===== src/rtl/nibble_serial_adder_ctrl.sv =====
`default_nettype none
// ============================================================================
// Module   : nibble_serial_adder_ctrl (with sub-module lookahead_add)
// Purpose  : Adds two WIDTH-bit operands one nibble per clock through one
//            shared 4-bit carry-lookahead slice. The LSB nibble goes first.
//            A carry register holds the carry between nibbles.
//            Optional subtract mode is built when macro NSA_SUB_EN is defined.
// Params   : WIDTH - operand/result width (multiple of 4, >= 8)
// Ports    : clk, rst        - clock, synchronous active-high reset
//            start           - request, accepted only while ready=1
//            A, B, Cin       - operands and carry-in, sampled on accept
//            sub             - subtract select (NSA_SUB_EN builds only)
//            ready/busy/done - IDLE / RUN / one-cycle DONE indicators
//            Sum, Cout       - result register and final carry-out
// Revision : 1.0 - initial release
// ============================================================================

// ----------------------------------------------------------------------------
// lookahead_add : 4-bit carry-lookahead adder slice, purely combinational.
// ----------------------------------------------------------------------------
module lookahead_add (
  input  logic [3:0] a,
  input  logic [3:0] b,
  input  logic       cin,
  output logic [3:0] sum,
  output logic       cout
);

  logic [3:0] g;
  logic [3:0] p;
  logic [4:0] c;

  always_comb begin
    g    = a & b;
    p    = a ^ b;
    c[0] = cin;
    // Each carry is flattened from generate/propagate terms, so no carry
    // ripples through an earlier carry signal.
    c[1] = g[0] | (p[0] & cin);
    c[2] = g[1] | (p[1] & g[0]) | (p[1] & p[0] & cin);
    c[3] = g[2] | (p[2] & g[1]) | (p[2] & p[1] & g[0])
         | (p[2] & p[1] & p[0] & cin);
    c[4] = g[3] | (p[3] & g[2]) | (p[3] & p[2] & g[1])
         | (p[3] & p[2] & p[1] & g[0]) | (p[3] & p[2] & p[1] & p[0] & cin);
    sum  = p ^ c[3:0];
    cout = c[4];
  end

endmodule

// ----------------------------------------------------------------------------
// nibble_serial_adder_ctrl : IDLE -> RUN (NIB cycles) -> DONE sequencer.
// ----------------------------------------------------------------------------
module nibble_serial_adder_ctrl #(
  parameter int WIDTH = 16
) (
  input  logic             clk,
  input  logic             rst,
  input  logic             start,
  input  logic [WIDTH-1:0] A,
  input  logic [WIDTH-1:0] B,
  input  logic             Cin,
`ifdef NSA_SUB_EN
  input  logic             sub,
`endif
  output logic             ready,
  output logic             busy,
  output logic             done,
  output logic [WIDTH-1:0] Sum,
  output logic             Cout
);

  localparam int NIB   = WIDTH / 4;
  localparam int CNT_W = (NIB > 1) ? $clog2(NIB) : 1;
  localparam logic [CNT_W-1:0] LAST_NIB = CNT_W'(NIB - 1);

  typedef enum logic [1:0] {
    IDLE = 2'd0,
    RUN  = 2'd1,
    DONE = 2'd2
  } state_t;

  state_t           state_q, state_d;
  logic [WIDTH-1:0] a_q, a_d;
  logic [WIDTH-1:0] b_q, b_d;
  logic [WIDTH-1:0] res_q, res_d;
  logic [WIDTH-1:0] sum_q, sum_d;
  logic             carry_q, carry_d;
  logic             cout_q, cout_d;
  logic [CNT_W-1:0] cnt_q, cnt_d;
  logic             ready_q, ready_d;
  logic             busy_q, busy_d;
  logic             done_q, done_d;
`ifdef NSA_SUB_EN
  logic             sub_q, sub_d;
`endif

  logic [3:0]       slice_b;
  logic [3:0]       slice_sum;
  logic             slice_cout;
  logic [WIDTH-1:0] res_shifted;

  // Subtraction is A + ~B + 1: invert every B nibble on its way into the
  // slice and seed the carry register with 1 at accept time.
`ifdef NSA_SUB_EN
  assign slice_b = b_q[3:0] ^ {4{sub_q}};
`else
  assign slice_b = b_q[3:0];
`endif

  lookahead_add u_slice (
    .a    (a_q[3:0]),
    .b    (slice_b),
    .cin  (carry_q),
    .sum  (slice_sum),
    .cout (slice_cout)
  );

  // The newest slice nibble enters at the top. After NIB shifts the first
  // (LSB) nibble has reached bit 0, so the register holds the whole result.
  assign res_shifted = {slice_sum, res_q[WIDTH-1:4]};

  always_comb begin
    state_d = state_q;
    a_d     = a_q;
    b_d     = b_q;
    res_d   = res_q;
    sum_d   = sum_q;
    carry_d = carry_q;
    cout_d  = cout_q;
    cnt_d   = cnt_q;
`ifdef NSA_SUB_EN
    sub_d   = sub_q;
`endif

    case (state_q)
      IDLE: begin
        if (start) begin
          a_d     = A;
          b_d     = B;
          carry_d = Cin;
          cnt_d   = '0;
          state_d = RUN;
`ifdef NSA_SUB_EN
          sub_d   = sub;
          if (sub) begin
            carry_d = 1'b1;
          end
`endif
        end
      end

      RUN: begin
        res_d   = res_shifted;
        a_d     = a_q >> 4;
        b_d     = b_q >> 4;
        carry_d = slice_cout;
        cnt_d   = cnt_q + CNT_W'(1);
        if (cnt_q == LAST_NIB) begin
          // Only this edge updates the visible result. Sum/Cout keep the
          // previous answer while a new operation is in progress.
          sum_d   = res_shifted;
          cout_d  = slice_cout;
          state_d = DONE;
        end
      end

      DONE: begin
        state_d = IDLE;
      end

      default: begin
        state_d = IDLE;
      end
    endcase

    // The status outputs are registered from the next state, so each one
    // lines up exactly with the state it reports.
    ready_d = (state_d == IDLE);
    busy_d  = (state_d == RUN);
    done_d  = (state_d == DONE);
  end

  always_ff @(posedge clk) begin
    if (rst) begin
      state_q <= IDLE;
      a_q     <= '0;
      b_q     <= '0;
      res_q   <= '0;
      sum_q   <= '0;
      carry_q <= 1'b0;
      cout_q  <= 1'b0;
      cnt_q   <= '0;
      ready_q <= 1'b1;
      busy_q  <= 1'b0;
      done_q  <= 1'b0;
`ifdef NSA_SUB_EN
      sub_q   <= 1'b0;
`endif
    end else begin
      state_q <= state_d;
      a_q     <= a_d;
      b_q     <= b_d;
      res_q   <= res_d;
      sum_q   <= sum_d;
      carry_q <= carry_d;
      cout_q  <= cout_d;
      cnt_q   <= cnt_d;
      ready_q <= ready_d;
      busy_q  <= busy_d;
      done_q  <= done_d;
`ifdef NSA_SUB_EN
      sub_q   <= sub_d;
`endif
    end
  end

  assign ready = ready_q;
  assign busy  = busy_q;
  assign done  = done_q;
  assign Sum   = sum_q;
  assign Cout  = cout_q;

endmodule
`default_nettype wire


===== config.mk =====
export PLATFORM = sky130hd
export DESIGN_NAME = nibble_serial_adder_ctrl
export DESIGN_NICKNAME = d
export VERILOG_FILES = /design/src/rtl/nibble_serial_adder_ctrl.sv
export SDC_FILE = /design/constraint.sdc
export NUM_CORES = 1
export LEC_CHECK = 0
export BUFFER_PORTS_ARGS = -buffer_cell sky130_fd_sc_hd__buf_2
export CORE_MARGIN = 2
export CORE_UTILIZATION = 30
export CTS_BUF_LIST = sky130_fd_sc_hd__clkbuf_16
export CTS_CLUSTER_SIZE = 8
export DETAILED_ROUTE_END_ITERATION = 8
export GPL_TIMING_DRIVEN = 0
export PLACE_DENSITY = 0.61
export SLEW_MARGIN = 15
export SYNTH_ARGS = -nofsm -noshare
export SYNTH_HDL_FRONTEND = slang
export SYNTH_SLANG_ARGS = --single-unit

===== constraint.sdc =====
create_clock -name clk -period 1.6 [get_ports clk]
set_input_delay 0.24 -clock clk [delete_from_list [all_inputs] [get_ports clk]]
set_output_delay 0.24 -clock clk [all_outputs]
set_load 0.005 [all_outputs]

==> results of run 1 <==
-- power breakdown --
part | switching (uW) | total (uW) | internal [uW]
Combinational | 244 | 435 | 191
Sequential | 61.8 | 1870 | 1810
Clock | 719 | 2230 | 1510
-- what timing repair did --
item	CTS	global route
cloned	0	0
endpoints found under the setup margin	54	34
endpoints found under the hold margin	0	0
setup buffers	3	1
gates resized for setup	25	27
pin swaps	6	4
-- routing by layer --
| layer | part of all wire [%] | GRT usage, % |
|---|---|---|
| met4 | 1.3 | 4.11 |
| met1 | 46 | 18.5 |
| met2 | 47 | 24.4 |
| met3 | 5.6 | 3.90 |
| met5 | 0 | 0 |
-- sequential cells by signal, summed over array words and instances, names as in the netlist --
| name | count |
|---|---|
| carry_q | 1 |
| cnt_q | 2 |
| Sum | 16 |
| b_q | 16 |
| ready | 1 |
| res_q | 12 |
| Cout | 1 |
| state_q | 2 |
| busy | 1 |
| a_q | 16 |
| done | 1 |
-- cell families (layout without fill, tap and decap cells) --
group                      after synthesis  count (layout)
xor gates and xnor gates                 1               1
and+or+nand+nor                        157             157
buffers and inverters                   28             100
adders and majority gates                6               6
DFF                                     69              69
AOI/OAI and AO/OA                       72              72
-- layout make-up --
cell class	instances	area [um^2]
Sequential cell	69	1390
Clock inverter	7	114
Fill cell	889	5110
Buffer	22	104
Clock buffer	9	225
Timing Repair Buffer	59	305
Tap cell	108	135
Inverter	3	11.3
Multi-Input combinational cell	236	1330
-- per-stage QoR --
stage	power [uW]	cells	setup WS (ns)	hold slack, ns
2_1_floorplan	2140	333	0.0177	0.384
3_5_place_dp	2280	496	-0.331	0.447
4_1_cts	4550	513	0.000274	0.149
6_report	4540	513	0.0495	0.150
5_1_grt	4710	513	0.000916	0.156
3_3_place_gp	2270	496	-0.213	0.442
-- cells in the mapped netlist (3+ instances only) --
library cell,instances
a21oi_1,32
a22oi_1,10
a311oi_1,25
buf_1,3
buf_2,3
clkbuf_1,19
dfxtp_1,69
ha_1,5
inv_1,3
nand2_1,97
nand3_1,4
nor2_1,44
-- placed cells by master, fill, tap and decap left out, types with 3 or more instances in the layout --
cell type	synthesis	final
nand2_1	97	96
dfxtp_2	0	10
ha_4	0	5
bufinv_16	0	3
a21oi_1	32	29
dfxtp_1	69	59
clkbuf_2	0	5
nor2_1	44	42
a311oi_1	25	24
buf_4	0	5
buf_2	3	61
a22oi_1	10	10
clkbuf_16	0	9
nand3_1	4	4
a21oi_2	0	3
clkbuf_1	19	6
buf_1	3	3
inv_1	3	3
-- tightest hold or removal path: cells and delay by family --
family,cells,cell delay (ns)
compound gates,1,0.05
buf+inv,1,0.07
simple gates,1,0.07
-- final timing paths --
kind | from | cells after the start | to
max | a_q[2]$_SDFFE_PP0P_ | 5 | Sum[15]$_SDFFE_PP0P_
min | A[14] | 3 | a_q[14]$_SDFFE_PP0P_
max reg2reg | a_q[2]$_SDFFE_PP0P_ | 5 | Sum[15]$_SDFFE_PP0P_
min reg2reg | Sum[8]$_SDFFE_PP0P_ | 2 | Sum[8]$_SDFFE_PP0P_
==> flow_summary.yaml, run 1 <==
status:
  status: "finished, final reports clean"
power_and_ir_drop:
  p_leak_uw: 0.00146
  ir_worst_vdd_uv: 549
  cellPowerDensity_mw_per_mm2: 1260
detailed_routing:
  wl_um: 6900
  vias_per_cell: 4.95
  remaining_drc_errors: 0
  drt-initial-drc-count: 139
  ant_nets: 0
  vias: 2540
  drt_pass1_iterations: 4
  post_drt_wl_per_cell_um: 13.4
synth:
  synth_top_area_share_pct: 51.1
  synth.largest_area_cell: "dfxtp_1"
  synth_warnings: 0
  synth_edf_count: 0
  synth_seq_cells: 69
  synth-simple-area-share_pct: 23.2
  synthesis.nets: 375
  synth_compound_area_share_pct: 18.2
  synthAdderAreaFrac_pct: 3.06
  synth_ff_type: "dfxtp_1"
  synth_top_family_by_area: "simple AND/OR/NAND/NOR gates"
  syn_avg_cell_area_um2: 8.11
  synth_area_leaders: "dfxtp_1, nand2_1, a311oi_1"
  synthXorXnorAreaFrac_pct: 0.324
  synth-async-reset-ratio_pct: 0
  netlist-cell-type-count: 28
  syn_area_mm2: 0.00270
  synth_cells: 333
  synth.yosys.seq_area_share_pct: 51.1
  synthMuxAreaShare_pct: 0
sta:
  period_minus_slack_ns: 1.55
  finalHoldViolCount: 0
  fmax_mhz: 645
  slew_violations: 0
  slew_headroom_pct: 57.1
  fin_tns_setup_ns: 0
  setup_violations: 0
  finalCritPeriodShare_pct: 96.9
  tightestPinTransition_ns: 0.641
  rsz0062_at_grt: "no"
  skew_ns: 0.00451
worst_setup_path:
  cp_max_fo: 5
  crit_required_ns: 1.86
  cp_slowest_cell: "or4_4"
  critPathKind: "flop to flop"
  r2r_setup_slack_ns: 0.05
  path_buf_inv: 0
  cp_top_family: "simple AND/OR/NAND/NOR gates"
  crit_path_start_kind: "flop"
  path_cells: "ha_4, a21oi_1, nor2b_1, or4_4, a21oi_2"
  worst_setup_path_end_kind: "flop"
  cp.arrival_ns: 1.81
  crit_path_max_incr_delay_ns: 0.50
cts:
  cts.hold.buffers_added: 0
  clock_latency_ns: 0.33
  tritoncts: "yes"
  numClockSinks: 69
  h-tree-depth: 3
  root_buffer: "clkbuf_16"
  clockBufferDepth: 2
  clk_pin_slew_ns: 0.05
  cts_made_buffers: 9
placed_design:
  place_congestion: 0.775
  placed_area_mm2: 0.00312
  portBuffers: 55
  hpwl_um: 4940
cells_and_area:
  syn_to_final_growth_pct: 33.8
  fin_area_mm2: 0.00361
  utilization_pct: 41.4
  final_layout_size_suffix_gt1_share_pct: 28.4
  final_nets: 442
  antenna_cells: 0
global_route:
  antenna_found_initial: 0
  grt_start_max_net_pins: 13
  grt_pass1_vias: 2382
  grt_overflow: 0
  grtUsageTotal_pct: 14.6
  grt_pass1_wl_um: 11400
min_path:
  min_path_type: "input pin to flop"
flow_run:
  cap_violations: 0
floorplanning:
  start_util_pct: 31.0
  row_count: 34
  dieArea_mm2: 0.00978
  core-area_mm2: 0.00872
  die_h_um: 98.9
  fp.dieW_um: 98.9
  io_pins: 56
No activity file was read; power rests on OpenSTA's default activity.
==> inputs of run 2 (changes only) <==
--- a/config.mk
+++ b/config.mk
@@ -6,13 +6,15 @@
 export NUM_CORES = 1
 export LEC_CHECK = 0
 export BUFFER_PORTS_ARGS = -buffer_cell sky130_fd_sc_hd__buf_2
+export CELL_PAD_IN_SITES_DETAIL_PLACEMENT = 1
+export CELL_PAD_IN_SITES_GLOBAL_PLACEMENT = 2
 export CORE_MARGIN = 2
-export CORE_UTILIZATION = 30
+export CORE_UTILIZATION = 28
 export CTS_BUF_LIST = sky130_fd_sc_hd__clkbuf_16
 export CTS_CLUSTER_SIZE = 8
 export DETAILED_ROUTE_END_ITERATION = 8
 export GPL_TIMING_DRIVEN = 0
-export PLACE_DENSITY = 0.61
+export PLACE_DENSITY = 0.84
 export SLEW_MARGIN = 15
 export SYNTH_ARGS = -nofsm -noshare
 export SYNTH_HDL_FRONTEND = slang
==> run 2 against run 1 <==
Cell count rose by 4.3%. Wire length increased by 13%. Combinational power grew 2%. Utilization fell by 2.7 points. Hold slack gained 0.0027 ns. Register-to-register slack about the same. Worst setup slack lost 0.0059 ns. Critical endpoint unchanged.
==> flow_summary.yaml, run 2 (synthesis gave the netlist of run 1 again) <==
placed_design:
  portBuffers: 55
  placed_area_mm2: 0.00315
  hpwl_um: 5510
  place_congestion: 0.784
  dp.cells: 517
sta:
  finalHoldViolCount: 0
  setup_violations: 0
  period_minus_slack_ns: 1.56
  tightestPinTransition_ns: 0.694
  finalCritPeriodShare_pct: 97.3
  skew_ns: 0.00457
  fin_tns_setup_ns: 0
  slew_violations: 0
  slew_headroom_pct: 53.6
  fmax_mhz: 642
floorplanning:
  die_h_um: 102
  io_pins: 56
  core-area_mm2: 0.00928
  fp.dieW_um: 102
  dieArea_mm2: 0.0104
  start_util_pct: 29.1
  row_count: 35
cts:
  h-tree-depth: 3
  clockBufferDepth: 2
  clock_latency_ns: 0.33
  tritoncts: "yes"
  root_buffer: "clkbuf_16"
  numClockSinks: 69
  cts_made_buffers: 9
  clk_pin_slew_ns: 0.06
worst_setup_path:
  critPathCapture: "Sum[15]$_SDFFE_PP0P_"
  timing.rr.start: "a_q[0]$_SDFFE_PP0P_"
  crit_path_start_kind: "flop"
  r2r_end: "Sum[15]$_SDFFE_PP0P_"
  path_common_cell: "a21oi_2"
  cp_slowest_cell: "or4_4"
  crit_cells: 5
  cp_max_fo: 4
  critPathKind: "flop to flop"
  crit_path_max_incr_delay_ns: 0.54
  worst_setup_path_end_kind: "flop"
  cp_top_family: "simple AND/OR/NAND/NOR gates"
  reg2regPathDepth: 5
  startpoint: "a_q[0]$_SDFFE_PP0P_"
  r2r_setup_slack_ns: 0.04
  path_buf_inv: 0
  cp.arrival_ns: 1.82
  crit_required_ns: 1.86
  path_cells: "ha_4, a21oi_2, nor2_2, or4_4, a21oi_2"
global_route:
  grt_pass1_vias: 2579
  grt_overflow: 0
  grt_pass1_wl_um: 12500
  grtUsageMet3_pct: 5.06
  grt_start_max_net_pins: 12
  antenna_found_initial: 0
  grtUsageTotal_pct: 15.7
  grtUsageMet1_pct: 18.3
  gr-usage-met2_pct: 28.2
  top_usage_layer: "met2"
power_and_ir_drop:
  power.total_uw: 4200
  cellPowerDensity_mw_per_mm2: 1170
  ir_worst_vdd_uv: 488
  p_leak_uw: 0.00146
cells_and_area:
  final_layout_size_suffix_gt1_share_pct: 27.3
  layout_common_cells: "nand2_1, dfxtp_1, buf_2"
  antenna_cells: 0
  utilization_pct: 38.7
  fin_area_mm2: 0.00360
  final_nets: 443
  fin_cells: 535
  layout_commonest_cell: "nand2_1"
  syn_to_final_growth_pct: 33.2
  fillers: 1160
detailed_routing:
  drt-initial-drc-count: 39
  wl_um: 7770
  drt_pass1_iterations: 4
  vias: 2542
  remaining_drc_errors: 0
  ant_nets: 0
  post_drt_wl_per_cell_um: 14.5
  vias_per_cell: 4.75
flow_run:
  cap_violations: 0
status:
  status: "finished, final reports clean"
min_path:
  min_path_type: "input pin to flop"
run 2: cell count changes in the layout (fill, tap and decap cells not counted), moves of 2 or more:
cell and change:
or2_4 -2, buf_2 -2, dfxtp_1 +3, bufinv_16 -2, clkinv_2 +4, dfxtp_2 -4
run 2: worst min-delay path by stage:
stage	start	to	slack, ns	cells past startpoint
6_report	B[15]	b_q[15]$_SDFFE_PP0P_	0.15	3
2_1_floorplan	rst	ready$_SDFF_PP1_	0.38	1
5_1_grt	B[15]	b_q[15]$_SDFFE_PP0P_	0.16	3
4_1_cts	B[12]	b_q[12]$_SDFFE_PP0P_	0.15	3
3_5_place_dp	Sum[10]$_SDFFE_PP0P_	Sum[10]$_SDFFE_PP0P_	0.45	2
3_3_place_gp	Sum[1]$_SDFFE_PP0P_	Sum[1]$_SDFFE_PP0P_	0.44	2
run 2: cell type report:
cell class	instances	area, um^2	area share [%]
tap	129	161	4.49
multi-input combinational	236	1320	36.8
timing repair buffer	60	313	8.70
clock buffer	9	225	6.26
inverter	3	11.3	0.313
clock inverter	7	57.6	1.60
buffer	22	113	3.13
sequential	69	1390	38.7
run 2: what timing repair did:
action / CTS / global route
gates resized for setup: 26 / 19
setup buffers: 3 / 2
pin swaps: 8 / 3
hold buffers: 0 / 0
endpoints found under the setup margin: 57 / 38
run 2: report_power, final:
part / switching [uW] / internal [uW]
clock: 706 / 1180
sequential: 65.2 / 1810
combinational: 255 / 188
total: 1030 / 3180
run 2: worst register-to-register path: cells and delay by family (launching register included):
| family | cells | cell delay (ns) |
|---|---|---|
| flops | 1 | 0.39 |
| fa+ha+maj | 1 | 0.23 |
| simple gates | 2 | 0.62 |
| compound gates | 2 | 0.26 |
run 2: routing by layer:
metal  routed length [um]  part of all wire [%]
met3                  321                   4.1
met1                 3470                    45
met2                 3910                    50
met4                   66                  0.85
met5                    0                     0
run 2: per-stage QoR:
step	worst slack (ns)	hold slack (ns)
finish	0.0435	0.152
global route	-0.00233	0.162
CTS	-0.0285	0.150
detailed placement	-0.410	0.446
global placement	-0.341	0.440
floorplan	0.0177	0.384
